### config.mk
export PLATFORM = sky130hd
export DESIGN_NAME = sc_posregister_jug1
export DESIGN_NICKNAME = d
export VERILOG_FILES = /design/src/rtl/sc_posregister_jug1.sv
export SDC_FILE = /design/constraint.sdc
export NUM_CORES = 1
export LEC_CHECK = 0
export ABC_AREA = 0
export BUFFER_PORTS_ARGS = -buffer_cell sky130_fd_sc_hd__buf_2
export CORE_MARGIN = 2
export CORE_UTILIZATION = 56
export DETAILED_ROUTE_END_ITERATION = 10
export GPL_ROUTABILITY_DRIVEN = 0
export PLACE_DENSITY = 0.85
export SYNTH_ARGS = -nofsm -noshare
export SYNTH_HDL_FRONTEND = slang
export SYNTH_SLANG_ARGS = --single-unit
### constraint.sdc
create_clock -name SC_PosREGISTER_JUG1_CLOCK_50 -period 2.5 [get_ports SC_PosREGISTER_JUG1_CLOCK_50]
set_input_delay 0.5 -clock SC_PosREGISTER_JUG1_CLOCK_50 [delete_from_list [all_inputs] [get_ports SC_PosREGISTER_JUG1_CLOCK_50]]
set_output_delay 0.5 -clock SC_PosREGISTER_JUG1_CLOCK_50 [all_outputs]
set_load 0.02 [all_outputs]
### src/rtl/sc_posregister_jug1.sv
// -----------------------------------------------------------------------------
// sc_posregister_jug1
//
// Player-1 horizontal position register. The position is held as a one-hot
// column bus, and the row comparators consume that bus directly. Left moves the
// set bit toward the MSB and right moves it toward the LSB. Moves stop at the
// board edges and never wrap. A restart puts the player back on START_COL.
//
// Build option:
//   SC_PosREGISTER_JUG1_AUTOREPEAT_EN
//     defined   : a held button repeats its move every REPEAT_CYCLES clocks.
//     undefined : exactly one move per press; the repeat counter is not built.
//   The port list is identical in both builds.
//
// Ports:
//   SC_PosREGISTER_JUG1_CLOCK_50      in   1   system clock, rising edge
//   SC_PosREGISTER_JUG1_RESET_InHigh  in   1   asynchronous reset, active-high
//   SC_PosREGISTER_JUG1_left_InLow    in   1   left button, active-low (clean)
//   SC_PosREGISTER_JUG1_right_InLow   in   1   right button, active-low (clean)
//   SC_PosREGISTER_JUG1_enable        in   1   1 = moves allowed, 0 = frozen
//   SC_PosREGISTER_JUG1_restart       in   1   synchronous return to START_COL
//   SC_PosREGISTER_JUG1_posjug1_Out   out  DW  one-hot position (bit i = col i)
//   SC_PosREGISTER_JUG1_moved_Out     out  1   one-cycle strobe per move
//   SC_PosREGISTER_JUG1_edgeL_Out     out  1   position at bit DATAWIDTH-1
//   SC_PosREGISTER_JUG1_edgeR_Out     out  1   position at bit 0
//
// Timing: a press edge sampled at clock edge n updates the position and the
// moved strobe at that same edge. Both are therefore visible during cycle n+1.
// -----------------------------------------------------------------------------
module sc_posregister_jug1 #(
  parameter int DATAWIDTH     = 8,
  parameter int START_COL     = 3,
  parameter int REPEAT_CYCLES = 25000000
) (
  input  logic                 SC_PosREGISTER_JUG1_CLOCK_50,
  input  logic                 SC_PosREGISTER_JUG1_RESET_InHigh,
  input  logic                 SC_PosREGISTER_JUG1_left_InLow,
  input  logic                 SC_PosREGISTER_JUG1_right_InLow,
  input  logic                 SC_PosREGISTER_JUG1_enable,
  input  logic                 SC_PosREGISTER_JUG1_restart,
  output logic [DATAWIDTH-1:0] SC_PosREGISTER_JUG1_posjug1_Out,
  output logic                 SC_PosREGISTER_JUG1_moved_Out,
  output logic                 SC_PosREGISTER_JUG1_edgeL_Out,
  output logic                 SC_PosREGISTER_JUG1_edgeR_Out
);

  localparam logic [DATAWIDTH-1:0] START_POS = DATAWIDTH'(1) << START_COL;

  // Catch bad parameter sets at elaboration time instead of leaving a bus that is not one-hot.
  if (REPEAT_CYCLES < 2 || START_COL < 0 || START_COL >= DATAWIDTH) begin : g_bad_param
    $error("sc_posregister_jug1: illegal START_COL/REPEAT_CYCLES");
  end

  typedef enum logic {
    IDLE = 1'b0,
    HELD = 1'b1
  } state_e;

  wire clk = SC_PosREGISTER_JUG1_CLOCK_50;
  wire rst = SC_PosREGISTER_JUG1_RESET_InHigh;

  state_e               state_q, state_d;
  logic [DATAWIDTH-1:0] pos_q, pos_d;
  logic                 moved_q, moved_d;
  logic                 edge_l_q, edge_l_d;
  logic                 edge_r_q, edge_r_d;
  logic                 l_prev_q, l_prev_d;
  logic                 r_prev_q, r_prev_d;
  logic                 dir_left_q, dir_left_d;
  logic                 arm_q, arm_d;

`ifdef SC_PosREGISTER_JUG1_AUTOREPEAT_EN
  localparam int               CNT_W    = (REPEAT_CYCLES > 2) ? $clog2(REPEAT_CYCLES) : 1;
  localparam logic [CNT_W-1:0] CNT_LAST = CNT_W'(REPEAT_CYCLES - 1);
  logic [CNT_W-1:0]            cnt_q, cnt_d;
`endif

  logic l_lvl, r_lvl, l_edge, r_edge;
  logic held_lvl, opp_lvl;
  logic do_left, do_right;

  always_comb begin
    l_lvl      = ~SC_PosREGISTER_JUG1_left_InLow;
    r_lvl      = ~SC_PosREGISTER_JUG1_right_InLow;
    // Reset makes the history read as released. arm_q stays low until both
    // buttons have been seen released. Without it, a button held through reset
    // would look like a fresh press on the first clock after reset.
    l_edge     = l_lvl & ~l_prev_q & arm_q;
    r_edge     = r_lvl & ~r_prev_q & arm_q;
    held_lvl   = dir_left_q ? l_lvl : r_lvl;
    opp_lvl    = dir_left_q ? r_lvl : l_lvl;

    state_d    = state_q;
    pos_d      = pos_q;
    moved_d    = 1'b0;
    dir_left_d = dir_left_q;
    do_left    = 1'b0;
    do_right   = 1'b0;
    l_prev_d   = l_lvl;
    r_prev_d   = r_lvl;
    arm_d      = arm_q | (~l_lvl & ~r_lvl);
`ifdef SC_PosREGISTER_JUG1_AUTOREPEAT_EN
    cnt_d      = cnt_q;
`endif

    if (SC_PosREGISTER_JUG1_restart) begin
      // Any press edge in this cycle is dropped. The history above still updates.
      pos_d   = START_POS;
      state_d = IDLE;
`ifdef SC_PosREGISTER_JUG1_AUTOREPEAT_EN
      cnt_d   = '0;
`endif
    end else if (!SC_PosREGISTER_JUG1_enable) begin
      state_d = IDLE;
`ifdef SC_PosREGISTER_JUG1_AUTOREPEAT_EN
      cnt_d   = '0;
`endif
    end else begin
      case (state_q)
        IDLE: begin
          // Move only on a lone press. If both buttons are high, nothing moves.
          if (l_edge && !r_lvl) begin
            do_left    = 1'b1;
            dir_left_d = 1'b1;
            state_d    = HELD;
`ifdef SC_PosREGISTER_JUG1_AUTOREPEAT_EN
            cnt_d      = '0;
`endif
          end else if (r_edge && !l_lvl) begin
            do_right   = 1'b1;
            dir_left_d = 1'b0;
            state_d    = HELD;
`ifdef SC_PosREGISTER_JUG1_AUTOREPEAT_EN
            cnt_d      = '0;
`endif
          end
        end
        HELD: begin
          if (!held_lvl || opp_lvl) begin
            state_d = IDLE;
`ifdef SC_PosREGISTER_JUG1_AUTOREPEAT_EN
            cnt_d   = '0;
`endif
          end else begin
`ifdef SC_PosREGISTER_JUG1_AUTOREPEAT_EN
            if (cnt_q == CNT_LAST) begin
              cnt_d    = '0;
              do_left  = dir_left_q;
              do_right = ~dir_left_q;
            end else begin
              cnt_d = cnt_q + CNT_W'(1);
            end
`endif
          end
        end
        default: state_d = IDLE;
      endcase
    end

    // Clamp at the edges. A blocked move changes nothing and gives no strobe.
    if (do_left && !pos_q[DATAWIDTH-1]) begin
      pos_d   = pos_q << 1;
      moved_d = 1'b1;
    end else if (do_right && !pos_q[0]) begin
      pos_d   = pos_q >> 1;
      moved_d = 1'b1;
    end

    edge_l_d = pos_d[DATAWIDTH-1];
    edge_r_d = pos_d[0];
  end

  always_ff @(posedge clk or posedge rst) begin
    if (rst) begin
      state_q    <= IDLE;
      pos_q      <= START_POS;
      moved_q    <= 1'b0;
      edge_l_q   <= START_POS[DATAWIDTH-1];
      edge_r_q   <= START_POS[0];
      l_prev_q   <= 1'b0;
      r_prev_q   <= 1'b0;
      dir_left_q <= 1'b0;
      arm_q      <= 1'b0;
    end else begin
      state_q    <= state_d;
      pos_q      <= pos_d;
      moved_q    <= moved_d;
      edge_l_q   <= edge_l_d;
      edge_r_q   <= edge_r_d;
      l_prev_q   <= l_prev_d;
      r_prev_q   <= r_prev_d;
      dir_left_q <= dir_left_d;
      arm_q      <= arm_d;
    end
  end

`ifdef SC_PosREGISTER_JUG1_AUTOREPEAT_EN
  always_ff @(posedge clk or posedge rst) begin
    if (rst) cnt_q <= '0;
    else     cnt_q <= cnt_d;
  end
`endif

  assign SC_PosREGISTER_JUG1_posjug1_Out = pos_q;
  assign SC_PosREGISTER_JUG1_moved_Out   = moved_q;
  assign SC_PosREGISTER_JUG1_edgeL_Out   = edge_l_q;
  assign SC_PosREGISTER_JUG1_edgeR_Out   = edge_r_q;

endmodule
# --- Yosys cells after proc, flatten, opt, wreduce, memory -nomap -nowiden ---
# Cells that the tools add are included.
word_totals:
  ff_bits: 16
  latch_bits: 0
  ramBits: 0
  mem_bits_ro: 0
  input_bits: 6
  memories: 0
op_classes:
  addsub: 0
  n_mul: 0
  n_div: 0
  magnitude_cmp: 0
  eq_ne: 0
  shift: 0
  mux: 23
  bitwise_logic: 12
  reduce_logical: 11
op_table:
  columns: ["cell", "n"]
  rows:
  - ["$mux W8", 3]
  - ["$mux W1", 19]
  - ["$not A1 Y1", 6]
  - ["$and A1 B1 Y1", 5]
  - ["$logic_and A1 B1 Y1", 4]
  - ["$reduce_and A4 Y1", 1]
  - ["$logic_not A1 Y1", 3]
  - ["$reduce_bool A3 Y1", 1]
  - ["$pmux W1 S2", 1]
  - ["$reduce_bool A2 Y1", 1]
  - ["$logic_or A1 B1 Y1", 1]
  - ["$or A1 B1 Y1", 1]

# --- Logic depth before layout (Yosys ltp) ---
depth:
  ltp_word: 12
  mapped_depth: 5

# --- Worst setup path before layout ---
# No wires, ideal clock.
synth_timing:
  path_type: "input to register"
  from: "in SC_PosREGISTER_JUG1_right_InLow"
  to: "reg pos_q[2], in the netlist SC_PosREGISTER_JUG1_posjug1_Out[2]"
  setup_time_ns: 0.129
  arrival_ns: 1.490
  t_required_ns: 2.371
  setup_slack_ns: 0.882
  path_stages: 5
  n_path_buf: 2
  cell_sequence: "buf_6 or4b_4 buf_6 o211ai_1 a31oi_1"
synth_via:
  elab_chain_cells: 12
synth_lines:
  columns: ["element", "line_no", "rtl"]
  rows:
  - ["start, declared", "38", "input logic SC_PosREGISTER_JUG1_right_InLow,"]
  - ["$not A1 Y1", "84", "r_lvl = ~SC_PosREGISTER_JUG1_right_InLow;"]
  - ["$and A1 B1 Y1 (2 in series)", "89", "r_edge = r_lvl & ~r_prev_q & arm_q;"]
  - ["$logic_and A1 B1 Y1", "129", "end else if (r_edge && !l_lvl) begin"]
  - ["$mux W1", "129", null]
  - ["$mux W1", "122", "if (l_edge && !r_lvl) begin"]
  - ["$mux W1", "119", "case (state_q)"]
  - ["$mux W1", "113", "end else if (!SC_PosREGISTER_JUG1_enable) begin"]
  - ["$mux W1", "106", "if (SC_PosREGISTER_JUG1_restart) begin"]
  - ["$logic_and A1 B1 Y1", "164", "end else if (do_right && !pos_q[0]) begin"]
  - ["$mux W8", "164", null]
  - ["$mux W8", "161", "if (do_left && !pos_q[DATAWIDTH-1]) begin"]
  - ["end signal, assigned", "186", "pos_q <= pos_d;"]
  - ["end, declared", "63", "logic [DATAWIDTH-1:0] pos_q, pos_d;"]
# Parallel ways exist; a longest one is shown, timed or not.
# A chain may end at the register's enable or synchronous reset.

# --- Worst setup path after layout ---
layout_timing:
  from: "reg pos_q[3], in the netlist SC_PosREGISTER_JUG1_posjug1_Out[3]"
  to: "out SC_PosREGISTER_JUG1_posjug1_Out[3]"
layout_lines:
  columns: ["element", "line_no", "rtl"]
  rows:
  - ["end, declared", "41", "output logic [DATAWIDTH-1:0] SC_PosREGISTER_JUG1_posjug1_Out,"]
# No word-level cell between the ends.

==> results.yml <==
global_route:
  grt_antenna_before_repair: 0
  overflow: 0
  grt_max_degree: 16
  grt_pass1_vias: 559
  grt_usage_pct: 19.76
  grt_pass1_wl_mm: 2.642
power:
  power_frac_comb_pct: 12.4
  clockPowerShare_pct: 35.8
  powerDensity_nw_per_um2: 537.2
  p_seq_share_pct: 51.9
  p_int_mw: 0.3444
  peakVddDrop_mv: 0.3339
  swShare_pct: 26.27
  p_leak_nw: 0.3739
  switching_power_mw: 0.1227
timing:
  hold_viol_final: 0
  tightest_slew_ps: 529.0
  relSlewSlack_pct: 64.70
  period_needed_ps: 1525
  timing.fmax_mhz: 655.9
  holdWs_ps: 233.6
  skew_ps: 1.434
  rsz0062_at_grt: "false"
  min_period_over_period_pct: 60.99
  setup_tns_ps: 0
  finalMaxSlewViolations: 0
  setup_viol: 0
die:
  fp.dieArea_um2: 1773
  io_pins: 17
  core_um2: 1334
  die_h_um: 42.11
  initial_core_util_pct: 60.98
  die_x_um: 42.11
  rows: 13
clocking:
  cts_htree_levels: 1
  clock_path_buffers: 2
  clk_pin_slew_ps: 90
  insertion_delay_ps: 290
  post-cts-setup-buffers: 0
  cts_resized: 0
  cts_tree: "done"
  cts_hold_buf: 0
  root_buffer: "clkbuf_4"
  numCtsBuffers: 3
  cts.sink_count: 14
cells_and_area:
  drive_gt1_share_pct: 34.48
  mostFrequentLayoutCell: "buf_2"
  layout.cells.non_filler: 102
  fin_nets: 94
  fin_area_um2: 869.6
  area_growth_pct: 6.923
  layout_common_cells: "buf_2, dfrtp_1, nand3_1"
  diodes: 0
worst_setup_path:
  path_cells: "buf_2"
  cp-start-kind: "flip-flop"
  cp_max_fo: 4
  required_ps: 2000
  cp.arrival_ps: 1020
  crit_buf_inv: 1
  cp_slowest_cell: "dfstp_2"
  critPathTopFamily: "flip-flops"
  endpoint_kind: "primary output"
  critical_path_class: "reg -> out"
  critPathMaxStageDelay_ps: 570
  path_depth: 1
  ff2ff_path_depth: 3
worst_hold_path:
  min_path_type: "in -> async"
logic_synthesis:
  syn_nets: 81
  synth_area_um2: 813.3
  synth_cells: 75
  ys_types: 32
  avgSynthCellArea_um2: 10.84
  yosysWarnings: 0
  yosysSeqAreaShare_pct: 43.23
  synth_seq_cells: 14
flow_run:
  maxCapViolCount: 0
placement:
  portBuffers: 16
  dp.cells: 98
  dp_hpwl_mm: 1.085
  place_area_um2: 833.3
routing:
  antenna_left: 0
  dr.pass1.iters: 5
  post_drt_wl_per_cell_um: 15.34
  routed_via_density: 6.392
  drc: 0
  drt-initial-drc-count: 34
  wirelength_mm: 1.565
  vias: 652
run_status:
  status: "complete, no violations"
-- stage by stage --
step	total power [mW]	setup WS (ps)	utilization [%]
floorplan	0.2962	881.9	-
global placement	0.3037	795.9	62.48
detailed placement	0.3045	775.4	62.48
CTS	0.4690	973.7	65.20
global route	0.4900	948.0	65.20
finish	0.4671	975.3	65.20
-- flip-flops by register name, indices dropped and copies added (netlist names) --
register / flops
SC_PosREGISTER_JUG1_moved_Out: 1
SC_PosREGISTER_JUG1_posjug1_Out: 8
arm_q: 1
dir_left_q: 1
l_prev_q: 1
r_prev_q: 1
state_q: 1
-- path summary, 6_finish.rpt --
kind                                                               startpoint                                 end  slack [ps]
hold reg to reg                            SC_PosREGISTER_JUG1_posjug1_Out[2]  SC_PosREGISTER_JUG1_posjug1_Out[3]         550
setup reg to reg                           SC_PosREGISTER_JUG1_posjug1_Out[7]  SC_PosREGISTER_JUG1_posjug1_Out[6]         990
min in group SC_PosREGISTER_JUG1_CLOCK_50      SC_PosREGISTER_JUG1_left_InLow                            l_prev_q         490
max in group asynchronous                    SC_PosREGISTER_JUG1_RESET_InHigh  SC_PosREGISTER_JUG1_posjug1_Out[3]        1900
hold / removal                               SC_PosREGISTER_JUG1_RESET_InHigh       SC_PosREGISTER_JUG1_moved_Out         230
setup / recovery                           SC_PosREGISTER_JUG1_posjug1_Out[3]  SC_PosREGISTER_JUG1_posjug1_Out[3]         980
-- kinds of logic after synthesis --
| kind of cell | after synthesis | synth area share [%] |
|---|---|---|
| buffers and inverters | 13 | 12.00 |
| DFF | 14 | 43.23 |
| AOI/OAI and AO/OA | 23 | 19.54 |
| and+or+nand+nor | 25 | 25.23 |
-- per-layer routing --
layer / part of all wire (%) / vias up / GRT usage [%]
met4: 2.3 / 0 / 9.375
met3: 7.7 / 5 / 4.310
met5: 0 / - / 0
li1: - / 312 / -
met2: 44 / 35 / 28.44
met1: 46 / 300 / 28.25
-- power groups by stage --
| stage | combinational, mW | sequential, mW | clock (mW) |
|---|---|---|---|
| after floorplan | 0.0451 | 0.251 | 0 |
| after global placement | 0.0574 | 0.246 | 0 |
| after detailed placement | 0.0579 | 0.247 | 0 |
| after CTS | 0.0580 | 0.242 | 0.169 |
| after global routing | 0.0633 | 0.244 | 0.183 |
| final | 0.0578 | 0.242 | 0.167 |
-- cell usage after synthesis, drive strengths merged --
library cell | instances | area (um^2)
a211oi | 1 | 7.510
a21o | 1 | 8.760
a21oi | 3 | 15.01
a31oi | 4 | 25.02
a32oi | 1 | 8.760
and3b | 1 | 10.01
and4bb | 1 | 12.51
buf | 6 | 60.05
clkbuf | 2 | 18.76
dfrtp | 13 | 325.3
dfstp | 1 | 26.28
inv | 5 | 18.77
nand2 | 1 | 3.750
nand3 | 7 | 35.03
nand4bb | 1 | 27.53
nor2 | 3 | 13.77
nor3 | 5 | 25.02
nor3b | 2 | 15.01
nor4b | 2 | 38.78
o2111ai | 1 | 8.760
o211ai | 5 | 37.54
o21ai | 4 | 23.77
o2bb2ai | 1 | 8.760
o31ai | 2 | 15.01
or4b | 2 | 23.77
-- area by class of cell --
cell class                      instances  area [um^2]
Tap cell                               15        18.77
Multi-Input combinational cell         48        364.1
Sequential cell                        14        351.6
Fill cell                             108        464.2
Inverter                                5        18.77
Timing Repair Buffer                   16        80.08
Clock buffer                            4        36.28
Power figures use the tool's default switching activity.
